[src/rtl/mem_bus_if_pkg.sv]
// Shared definitions for the MEM-stage bus interface.
// Holds the size codes, the FSM state encoding, the default timeout and the byte-lane helpers.
package mem_bus_if_pkg;

  localparam int TIMEOUT_DEF = 255;

  // raw_flag size codes; 2'b11 falls through to word everywhere
  localparam logic [1:0] SZ_WORD = 2'b00;
  localparam logic [1:0] SZ_HALF = 2'b01;
  localparam logic [1:0] SZ_BYTE = 2'b10;

  typedef enum logic [1:0] {
    ST_IDLE = 2'b00,
    ST_REQ  = 2'b01,
    ST_DONE = 2'b10
  } state_e;

  function automatic logic is_misaligned(input logic [1:0] size, input logic [1:0] addr_lo);
    logic mis;
    case (size)
      SZ_BYTE: mis = 1'b0;
      SZ_HALF: mis = addr_lo[0];
      default: mis = (addr_lo != 2'b00);
    endcase
    return mis;
  endfunction

  function automatic logic [3:0] byte_en(input logic [1:0] size, input logic [1:0] addr_lo);
    logic [3:0] be;
    case (size)
      SZ_BYTE: be = 4'b0001 << addr_lo;
      SZ_HALF: be = 4'b0011 << {addr_lo[1], 1'b0};
      default: be = 4'b1111;
    endcase
    return be;
  endfunction

endpackage

[src/rtl/mem_bus_if_load_align.sv]
// Load lane selection: picks the addressed byte/half out of the bus word and
// sign- or zero-extends it to the full data width.
module load_align
  import mem_bus_if_pkg::*;
#(
  parameter int DATA_W = 32
) (
  input  logic [DATA_W-1:0] rdata,
  input  logic [1:0]        addr_lo,
  input  logic [1:0]        size,
  input  logic              load_signed,
  output logic [DATA_W-1:0] data
);

  localparam int LANE_W = DATA_W / 4;

  logic [LANE_W-1:0]   byte_s;
  logic [2*LANE_W-1:0] half_s;

  // lane extraction and extension
  always_comb begin
    byte_s = rdata[LANE_W-1:0];
    case (addr_lo)
      2'b00:   byte_s = rdata[LANE_W-1:0];
      2'b01:   byte_s = rdata[2*LANE_W-1:LANE_W];
      2'b10:   byte_s = rdata[3*LANE_W-1:2*LANE_W];
      2'b11:   byte_s = rdata[DATA_W-1:3*LANE_W];
      default: byte_s = rdata[LANE_W-1:0];
    endcase
    if (addr_lo[1]) begin
      half_s = rdata[DATA_W-1:2*LANE_W];
    end else begin
      half_s = rdata[2*LANE_W-1:0];
    end
    case (size)
      SZ_BYTE: data = {{(DATA_W-LANE_W){load_signed & byte_s[LANE_W-1]}}, byte_s};
      SZ_HALF: data = {{(DATA_W-2*LANE_W){load_signed & half_s[2*LANE_W-1]}}, half_s};
      default: data = rdata;
    endcase
  end

endmodule

[src/rtl/mem_bus_if.sv]
// MEM-stage load/store bridge to a req/ack memory bus. Stalls the pipeline while a
// bus transfer is outstanding and aborts with bus_err after TIMEOUT unacknowledged cycles.
module mem_bus_if
  import mem_bus_if_pkg::*;
#(
  parameter int ADDR_W  = 32,
  parameter int DATA_W  = 32,
  parameter int TIMEOUT = TIMEOUT_DEF
) (
  input  logic              clk,
  input  logic              reset,
  input  logic              wite_mem,
  input  logic              read_mem,
  input  logic [1:0]        raw_flag,
  input  logic              load_signed,
  input  logic [ADDR_W-1:0] raw_addr,
  input  logic [DATA_W-1:0] data_in,
  output logic [DATA_W-1:0] data_out,
  output logic              stall,
  output logic              misalign,
  output logic              bus_err,
  output logic              bus_req,
  output logic              bus_we,
  output logic [ADDR_W-1:0] bus_addr,
  output logic [3:0]        bus_be,
  output logic [DATA_W-1:0] bus_wdata,
  input  logic              bus_ack,
  input  logic [DATA_W-1:0] bus_rdata
);

  localparam int CNT_W  = $clog2(TIMEOUT + 1);
  localparam int LANE_W = DATA_W / 4;

  state_e              state_r, state_nxt_s;
  logic                req_s, mis_s, accept_s, timeout_s, stall_s;
  logic [CNT_W-1:0]    cnt_r;
  logic [1:0]          size_r, addr_lo_r;
  logic                sign_r, misalign_r, bus_err_r, bus_we_r;
  logic [ADDR_W-1:0]   bus_addr_r;
  logic [3:0]          bus_be_r;
  logic [DATA_W-1:0]   bus_wdata_r, store_wdata_s, align_data_s, data_out_r;

  assign req_s = wite_mem | read_mem;
  assign mis_s = is_misaligned(raw_flag, raw_addr[1:0]);

  // store-data lane replication
  always_comb begin
    case (raw_flag)
      SZ_BYTE: store_wdata_s = {4{data_in[LANE_W-1:0]}};
      SZ_HALF: store_wdata_s = {2{data_in[2*LANE_W-1:0]}};
      default: store_wdata_s = data_in;
    endcase
  end

  // FSM next state, stall and abort decode
  always_comb begin
    state_nxt_s = state_r;
    accept_s    = 1'b0;
    timeout_s   = 1'b0;
    stall_s     = 1'b0;
    case (state_r)
      ST_IDLE: begin
        if (req_s && !mis_s) begin
          accept_s    = 1'b1;
          stall_s     = 1'b1;
          state_nxt_s = ST_REQ;
        end else begin
          state_nxt_s = ST_IDLE;
        end
      end
      ST_REQ: begin
        stall_s = 1'b1;
        if (bus_ack) begin
          state_nxt_s = ST_DONE;
        end else if (cnt_r == CNT_W'(TIMEOUT - 1)) begin
          timeout_s   = 1'b1;
          state_nxt_s = ST_DONE;
        end else begin
          state_nxt_s = ST_REQ;
        end
      end
      ST_DONE: state_nxt_s = ST_IDLE;
      default: state_nxt_s = ST_IDLE;
    endcase
  end

  // state register
  always_ff @(posedge clk or negedge reset) begin
    if (!reset) begin
      state_r <= ST_IDLE;
    end else begin
      state_r <= state_nxt_s;
    end
  end

  // request latches, wait counter, load result and status pulses
  always_ff @(posedge clk or negedge reset) begin
    if (!reset) begin
      cnt_r       <= {CNT_W{1'b0}};
      size_r      <= 2'b00;
      addr_lo_r   <= 2'b00;
      sign_r      <= 1'b0;
      bus_we_r    <= 1'b0;
      bus_addr_r  <= {ADDR_W{1'b0}};
      bus_be_r    <= 4'b0000;
      bus_wdata_r <= {DATA_W{1'b0}};
      data_out_r  <= {DATA_W{1'b0}};
      misalign_r  <= 1'b0;
      bus_err_r   <= 1'b0;
    end else begin
      if (accept_s) begin
        size_r      <= raw_flag;
        addr_lo_r   <= raw_addr[1:0];
        sign_r      <= load_signed;
        bus_we_r    <= wite_mem;
        bus_addr_r  <= {raw_addr[ADDR_W-1:2], 2'b00};
        bus_be_r    <= byte_en(raw_flag, raw_addr[1:0]);
        bus_wdata_r <= store_wdata_s;
      end
      if (state_r == ST_REQ && !bus_ack && !timeout_s) begin
        cnt_r <= cnt_r + CNT_W'(1);
      end else begin
        cnt_r <= {CNT_W{1'b0}};
      end
      // result is only non-zero for the DONE cycle of an acknowledged load
      if (state_r == ST_REQ && bus_ack && !bus_we_r) begin
        data_out_r <= align_data_s;
      end else begin
        data_out_r <= {DATA_W{1'b0}};
      end
      misalign_r <= (state_r == ST_IDLE) && req_s && mis_s;
      bus_err_r  <= timeout_s;
    end
  end

  load_align #(.DATA_W(DATA_W)) u_load_align (
    .rdata       (bus_rdata),
    .addr_lo     (addr_lo_r),
    .size        (size_r),
    .load_signed (sign_r),
    .data        (align_data_s)
  );

  // IDLE-cycle stall is combinational, so it must also drop the instant reset asserts
  assign stall     = stall_s & reset;
  assign bus_req   = (state_r == ST_REQ);
  assign bus_we    = bus_we_r;
  assign bus_addr  = bus_addr_r;
  assign bus_be    = bus_be_r;
  assign bus_wdata = bus_wdata_r;
  assign data_out  = data_out_r;
  assign misalign  = misalign_r;
  assign bus_err   = bus_err_r;

endmodule

[config.mk]
export PLATFORM = sky130hd
export DESIGN_NAME = mem_bus_if
export DESIGN_NICKNAME = d
export VERILOG_FILES = /design/src/rtl/mem_bus_if_pkg.sv /design/src/rtl/mem_bus_if_load_align.sv /design/src/rtl/mem_bus_if.sv
export SDC_FILE = /design/constraint.sdc
export NUM_CORES = 1
export LEC_CHECK = 0
export BUFFER_PORTS_ARGS = -buffer_cell sky130_fd_sc_hd__buf_2
export CAP_MARGIN = 20
export CELL_PAD_IN_SITES_DETAIL_PLACEMENT = 0
export CELL_PAD_IN_SITES_GLOBAL_PLACEMENT = 1
export CORE_ASPECT_RATIO = 0.7
export CORE_MARGIN = 3
export CORE_UTILIZATION = 39
export CTS_CLUSTER_DIAMETER = 60
export DETAILED_ROUTE_END_ITERATION = 16
export PLACE_DENSITY_LB_ADDON = 0.1
export SLEW_MARGIN = 20
export SYNTH_ARGS = -nofsm -noshare
export SYNTH_HDL_FRONTEND = slang
export SYNTH_SLANG_ARGS = --single-unit
[constraint.sdc]
create_clock -name clk -period 4.8 [get_ports clk]
set_input_delay 0.72 -clock clk [delete_from_list [all_inputs] [get_ports clk]]
set_output_delay 0.72 -clock clk [all_outputs]
set_load 0.02 [all_outputs]
# == Yosys cells after proc, flatten, opt, wreduce, memory -nomap -nowiden ==
# Cells that the tools add are included.
# word_totals
output_inout_bits,105
ff_bits,116
wordCells,60
# classes
reduce_logical,14
shifts,2
mux,18
addsub,1
eq_ne,9
bitwise,4
# op_table
operator,n
32-bit case mux with 2 select lines,2
32-bit two-way mux,1
8-bit case mux with 4 select lines,1
16-bit two-way mux,1
8-bit by 1-bit adder with 8-bit output (second input constant),1
2-bit by 1-bit equality test with 1-bit output (second input constant),4
2-bit equality test (second input constant),4
8-bit equality test (second input constant),1
8-bit two-way mux,1
4-bit case mux with 2 select lines,1
1-bit logical AND,7
1-bit two-way mux,6
1-bit zero test,4
2-bit zero test,2
2-bit two-way mux,2
1-bit case mux with 2 select lines,2
2-bit case mux with 2 select lines,1
1-bit by 2-bit left shift with 4-bit output (first input constant),1
2-bit by 2-bit left shift with 4-bit output (first input constant),1
1-bit bitwise AND,3
2-bit nonzero test,1
1-bit OR,1

# == Longest topological paths before layout ==
# Gate-level depths: netlist of the first run.
# depth
ltp_word,7
depth_mapped,8

# == By module ==
# A second synthesis of the first run with hierarchy kept.
# hier_totals
cells_unflattened,483
hier_area_um2,5835.6
# modules_own_cells
mod,area_per_inst_um2,seq_area_each_um2,cells_per_inst,instances
mem_bus_if,5074.9,2902.8,365,1
load_align,760.7,0.0,118,1

# == Worst setup path before layout of the first run ==
# No wires, ideal clock.
# synth_path
path_type,input -> output
start,input port raw_flag[0]
end,output port stall
required_time_ns,4.080
arrival_time_ns,2.207
stages,7
n_path_buf,1
path_slack_ns,1.873
cell_sequence,inv_1 -> ha_1 -> nor2_1 -> o221ai_2 -> buf_4 -> nor2b_1 -> nor3b_1
# synth_via
elab_chain_cells,7
word_cells_on_any_way,8
classes_between,eq/ne: 2; mux: 3; bitwise: 1; reduce/logical: 2
# synth_rtl
element,line_no,source
start: declaration,mem_bus_if.sv:14,"input logic [1:0] raw_flag,"
2-bit by 1-bit equality test with 1-bit output or 2-bit equality test (tied branches),mem_bus_if_pkg.sv:20,case (size)
1-bit case mux with 2 select lines (*),mem_bus_if_pkg.sv:20,
1-bit zero test (*),mem_bus_if.sv:63,if (req_s && !mis_s) begin
1-bit logical AND (*),mem_bus_if.sv:63,
1-bit two-way mux (*),mem_bus_if.sv:63,
1-bit case mux with 2 select lines (*),mem_bus_if.sv:61,case (state_r)
1-bit bitwise AND (*),mem_bus_if.sv:145,assign stall = stall_s & reset;
end: declaration,mem_bus_if.sv:19,"output logic stall,"
# Mark *: on every way between the ends. The rest lies on a longest branch, timed or not.

# == Worst setup path after layout of the first run ==
# layout_path
start,input port raw_flag[1]
end,output port stall
# The elaborated chain is that of the path after synthesis.

==> reports/metrics.yaml, run 1 <==
skew_ps: 9.08
die_x_um: 146
instances_no_fill: 895
viasPerCell: 4.96
io_pins: 209
finalSetupViolCount: 0
synth.area.top_cells: "dfrtp_1 (54%), mux2_2 (9.7%), o21ai_0 (5.5%)"
timing.slew.headroom_pct: 33.5
synth-seq-area-share_pct: 54.3
synthToLayoutAreaGrowth_pct: 32.7
hold_class: "in2async"
synth.avg_cell_area_um2: 10.7
wl_um: 15200
detail-route-antenna-nets: 0
grt_pass1_vias: 4308
cts_buffers: 17
end_kind: "output pin"
drive_gt1_share_pct: 41.7
period_minus_slack_ps: 3070
start_kind: "input pin"
grt_start_max_net_pins: 105
post-dp-hpwl_um: 10900
place_congestion: 0.827
outcome: "completed"
critPathKind: "in2out"
wl_per_cell_um: 17.0
worst_hold_slack_ps: 344
fmax_mhz: 326
netlist_area_um2: 5340
yosys.area.top_type_share_pct: 54.3
cts_setup_buffers: 0
grt_pass1_wl_um: 23900
tns_ps: 0
synth_edf_count: 0
worst_ep_required_time_ps: 4080
vdd_drop_max_uv: 319
synth_seq_cells: 116
cts_buffer_depth: 2
worstPathMaxFanout: 20
floorplan.rows: 35
power_leakage_nw: 3.60
post-route-period-util_pct: 63.9
ys_warn_count: 0
nets: 806
coreArea_um2: 13300
cp.arrival_ps: 2350
portBuffers: 206
cts_tree: "yes"
antenna_found_initial: 1
vias: 4436
ys_types: 43
drt_first_pass_iters: 6
die-area_um2: 15200
maxCapViolations: 0
grt_usage_pct: 19.9
clk_latency_ps: 410
die_h_um: 104
finalHoldViolCount: 0
syn-instance-count: 500
initial_utilization_pct: 40.3
cts_sinks: 116
postSynth.asyncResetShare_pct: 100
yosys.area.top_type: "dfrtp_1"
clk_pin_slew_ps: 60
power_density_nw_per_um2: 646
dp.cells: 862
drc: 0
htreeDepth: 4
drv_slew: 0
clock-root-buffer: "clkbuf_16"
cts_resized: 0
synthFlopType: "dfrtp_1"
drt_iter0_drc: 314
gr-total-overflow: 0
tightestPinTransition_ps: 993
holdBufCountCts: 0
rsz0062_at_grt: "false"
==> worst paths after layout <==
check,from,to,slack (ps),cells past startpoint
setup / recovery,raw_flag[1],stall,1730,8
hold / removal,reset,bus_addr[11],340,1
setup reg to reg,size_r[0],data_out[27],2260,6
hold reg to reg,bus_wdata[18],bus_wdata[18],470,2
max in group asynchronous,reset,data_out[25],3150,2
min in group clk,bus_wdata[18],bus_wdata[18],470,2
==> metrics by stage <==
stage / utilization (%) / worst slack [ps] / cell area, um^2 / power [mW]
after floorplan: - / 1870 / 5350 / 2.71
after global placement: 48.9 / 1800 / 6480 / 3.28
after detailed placement: 48.9 / 1720 / 6480 / 3.31
after CTS: 53.4 / 1710 / 7090 / 4.63
after global routing: 53.4 / 1580 / 7090 / 4.86
final: 53.4 / 1730 / 7090 / 4.58
==> critical path, stage by stage <==
cell and delay [ps]:
buf_2 120, inv_1 80, ha_1 600, nor2_1 200, o221ai_4 240, nor2b_1 170
nor3b_1 60, buf_2 160
==> synth_stat cells (all sizes together), types with 2 or more instances <==
cell    number
a211oi       6
a21o         3
a21oi       33
a22oi       16
buf         23
clkbuf      10
dfrtp      116
ha           6
inv         12
mux2        53
mux2i       15
nand2       75
nand3        4
nand4        2
nor2        38
nor2b        4
nor3b        2
nor4b        2
o211a        2
o211ai       3
o21ai       59
xor2         3
==> state kept, by name, summed over array words and instances (netlist names) <==
| register | flops |
|---|---|
| addr_lo_r | 2 |
| bus_addr | 30 |
| bus_be | 4 |
| bus_err | 1 |
| bus_wdata | 32 |
| bus_we | 1 |
| cnt_r | 8 |
| data_out | 32 |
| misalign | 1 |
| sign_r | 1 |
| size_r | 2 |
| state_r | 2 |
==> kinds of logic (layout without fill, tap and decap cells) <==
kind of cell,Yosys count,count (layout),share of synthesized area (%)
xor+xnor,4,4,0.656
mux,68,68,14.0
other cells,1,3,0.0702
fa+ha+maj,6,6,1.41
compound gates,127,127,14.4
simple gates,133,133,11.1
buf+inv,45,253,4.10
flops,116,116,54.3
==> placed cells by master (no fill, tap or decap), drive strengths merged <==
master,instances
mux2i,15
a22oi,16
o2111ai,1
clkinvlp,4
nor2,38
clkinv,4
a21boi,1
mux2,53
o221a,1
o211a,2
nand3b,1
a211oi,6
o21ai,59
a21o,3
dfrtp,116
clkbuf,17
or2,1
nand3,4
a21oi,33
nor2b,4
buf,209
xnor2,1
o211ai,3
xor2,3
nand2,75
inv,16
ha,6
o22ai,1
nand4,2
bufinv,3
nor3b,2
nand2b,1
diode,1
nand4b,1
nor4b,2
and4,1
and2,1
o221ai,1
conb,2
==> metal layers <==
layer | up-vias | global-route usage, % | share of wire, %
li1 | 2124 | - | -
met1 | 2122 | 28.4 | 48
met2 | 171 | 29.5 | 44
met3 | 19 | 6.10 | 6.7
met4 | 0 | 5.42 | 1.4
met5 | - | 0 | 0
==> where the power goes <==
group / total, mW / switching [mW] / internal, mW
logic: 1.74 / 1.07 / 0.661
clock network: 1.29 / 0.475 / 0.819
registers: 1.55 / 0.234 / 1.32
==> cell type report <==
| cell class | instances | area [um^2] |
|---|---|---|
| Sequential cell | 116 | 2900 |
| Clock buffer | 17 | 425 |
| Clock inverter | 15 | 179 |
| Antenna cell | 1 | 2.50 |
| Tap cell | 185 | 231 |
| Multi-Input combinational cell | 340 | 2230 |
| Fill cell | 1206 | 6180 |
| Inverter | 12 | 45.0 |
| Timing Repair Buffer | 209 | 1070 |
Note: power is estimated with default switching activity, not from simulation.
==> run 2, diff against run 1 <==
CORE_UTILIZATION = 33   (was 39)
clock period = 2.7 ns   (was 4.8 ns; I/O delays follow)
==> run 2 against run 1 <==
Net effect:
- largest power group unchanged
- clock power up 71%
- sequential share of layout area down 0.32 points
- die area up 17%
- wire length up 0.62%
- cell count up 2.3%
- worst setup slack worse by 1300 ps
- highest routed layer unchanged
- critical endpoint unchanged
- core utilization down 7.9 points
- critical path depth unchanged
- first-iteration DRC count down 35%
- sequential power up 72%
- non-clock buffer count up 7
- total power up 76%
==> reports/metrics.yaml, run 2 (same netlist as run 1, synthesis figures left out) <==
outcome: "completed"
cts_buffers: 17  # unchanged
place_congestion: 0.786  # -5.1%
die-area_um2: 17800  # +17%
die_h_um: 112  # +8.2%
skew_ps: 8.03  # -1.05 ps
grt_pass1_wl_um: 24300  # +1.7%
drc: 0  # unchanged
initial_utilization_pct: 34.0  # -6.2 points
antenna_cells: 0  # -1
cp_cell_sequence: "buf_2 > inv_1 > ha_1 > nor2_1 > o221ai_4 > nor2b_1 > nor3b_1 > buf_2"
p_total_mw: 8.06  # +76%
vdd_drop_max_uv: 466  # +46%
rsz0062_at_grt: "false"
power_density_nw_per_um2: 1130  # +75%
finalSetupViolCount: 0  # unchanged
detail-route-antenna-nets: 0  # unchanged
viasPerCell: 4.80  # -3.1%
cp.arrival_ps: 1830  # -520 ps
drt_iter0_drc: 204  # -35%
synthToLayoutAreaGrowth_pct: 33.8
cp_slowest_cell: "ha_1"
drt_first_pass_iters: 4  # -2
floorplan.rows: 38  # +8.6%
cts_tree: "yes"
drv_slew: 0  # unchanged
grt_pass1_vias: 4419  # +2.6%
worstPathMaxFanout: 3  # -85%
crit_top_cell: "buf_2"
start_kind: "input pin"
rrSetupSlack_ps: 700  # -1560 ps
worst_hold_slack_ps: 123  # -222 ps
drive_gt1_share_pct: 42.0  # +0.29 points
timing.slew.headroom_pct: 36.9  # +3.4 points
holdBufCountCts: 0  # unchanged
reg2reg_depth: 6  # unchanged
antenna_found_initial: 1  # unchanged
cts_setup_buffers: 0  # unchanged
critPathKind: "in2out"
htreeDepth: 4  # unchanged
wl_per_cell_um: 16.7  # -1.7%
maxCapViolations: 0  # unchanged
power_leakage_nw: 3.63  # +0.73%
post-route-period-util_pct: 82.6
tns_ps: 0  # unchanged
portBuffers: 206  # unchanged
hold_class: "in2async"
final_cell_mix: "buf_2 (205), dfrtp_1 (116), nand2_1 (75)"
critPathMaxStageDelay_ps: 340  # -260 ps
nets: 813  # +0.87%
fmax_mhz: 448
gr-total-overflow: 0  # unchanged
clk_latency_ps: 400  # about the same
post-dp-hpwl_um: 11000  # +1.3%
cts_buffer_depth: 2  # unchanged
vias: 4401  # -0.79%
period_minus_slack_ps: 2230
wl_um: 15300  # +0.62%
cts_sinks: 116  # unchanged
tightestPinTransition_ps: 942  # -50.5 ps
clock-root-buffer: "clkbuf_16"
clk_pin_slew_ps: 50  # about the same
worst_ep_required_time_ps: 2300  # -1780 ps
layout_commonest_cell: "buf_2"
r2r_end: "data_out[23]"
grt_start_max_net_pins: 117  # +11%
cts_resized: 0  # unchanged
finalHoldViolCount: 0  # unchanged
io_pins: 209  # unchanged
die_x_um: 158  # +8.4%
coreArea_um2: 15700  # +18%
end_kind: "output pin"
grt_usage_pct: 17.4  # -2.5 points
timing.rr.start: "size_r[0]"
[run 2: changes by cell type in the layout (fill, tap and decap cells not counted)]
cell | previous run | this run
clkbuf_1 | 0 | 2
bufinv_16 | 3 | 2
buf_4 | 3 | 9
diode_2 | 1 | 0
clkinv_4 | 1 | 2
clkbuf_8 | 0 | 1
inv_6 | 4 | 1
buf_12 | 1 | 2
[run 2: worst max-delay path: cells and delay by family]
kind            cells  cell delay, ps
fa+ha+maj           1             340
simple gates        3             550
buf+inv             3             360
compound gates      1             170
[run 2: area by class of cell]
class | count | area, um^2
Clock buffer | 20 | 447
Clock inverter | 12 | 131
Fill cell | 1568 | 8550
Inverter | 12 | 45.0
Multi-Input combinational cell | 340 | 2230
Sequential cell | 116 | 2900
Tap cell | 200 | 250
Timing Repair Buffer | 216 | 1130
[run 2: where the power goes]
part / internal (mW) / switching (mW) / leakage, nW / total [mW]
logic: 1.22 / 1.97 / 1.88 / 3.19
clock network: 1.38 / 0.823 / 0.272 / 2.21
registers: 2.34 / 0.327 / 1.48 / 2.67
[run 2: metrics by stage]
stage | utilization (%) | area (um^2) | setup slack, ps | std cells
global placement | 41.9 | 6570 | 532 | 884
global route | 45.5 | 7140 | 350 | 916
CTS | 45.5 | 7140 | 462 | 916
detailed placement | 41.9 | 6570 | 468 | 884
floorplan | - | 5350 | 403 | 501
finish | 45.5 | 7140 | 468 | 916
[run 2: how the worst max path moves through the flow]
stage                     start  endpoint  cells past startpoint
finish              raw_flag[0]     stall                      8
global route        raw_flag[0]     stall                      8
CTS                 raw_flag[0]     stall                      8
detailed placement  raw_flag[0]     stall                      8
global placement    raw_flag[0]     stall                      8
floorplan           raw_flag[0]     stall                      7
[run 2: layer usage]
layer | part of all wire [%] | track usage [%] | routed length [um]
met1 | 49 | 25.6 | 7570
met2 | 42 | 25.1 | 6450
met3 | 7.2 | 5.13 | 1110
met4 | 1.2 | 4.53 | 176
met5 | 0 | 0 | 0
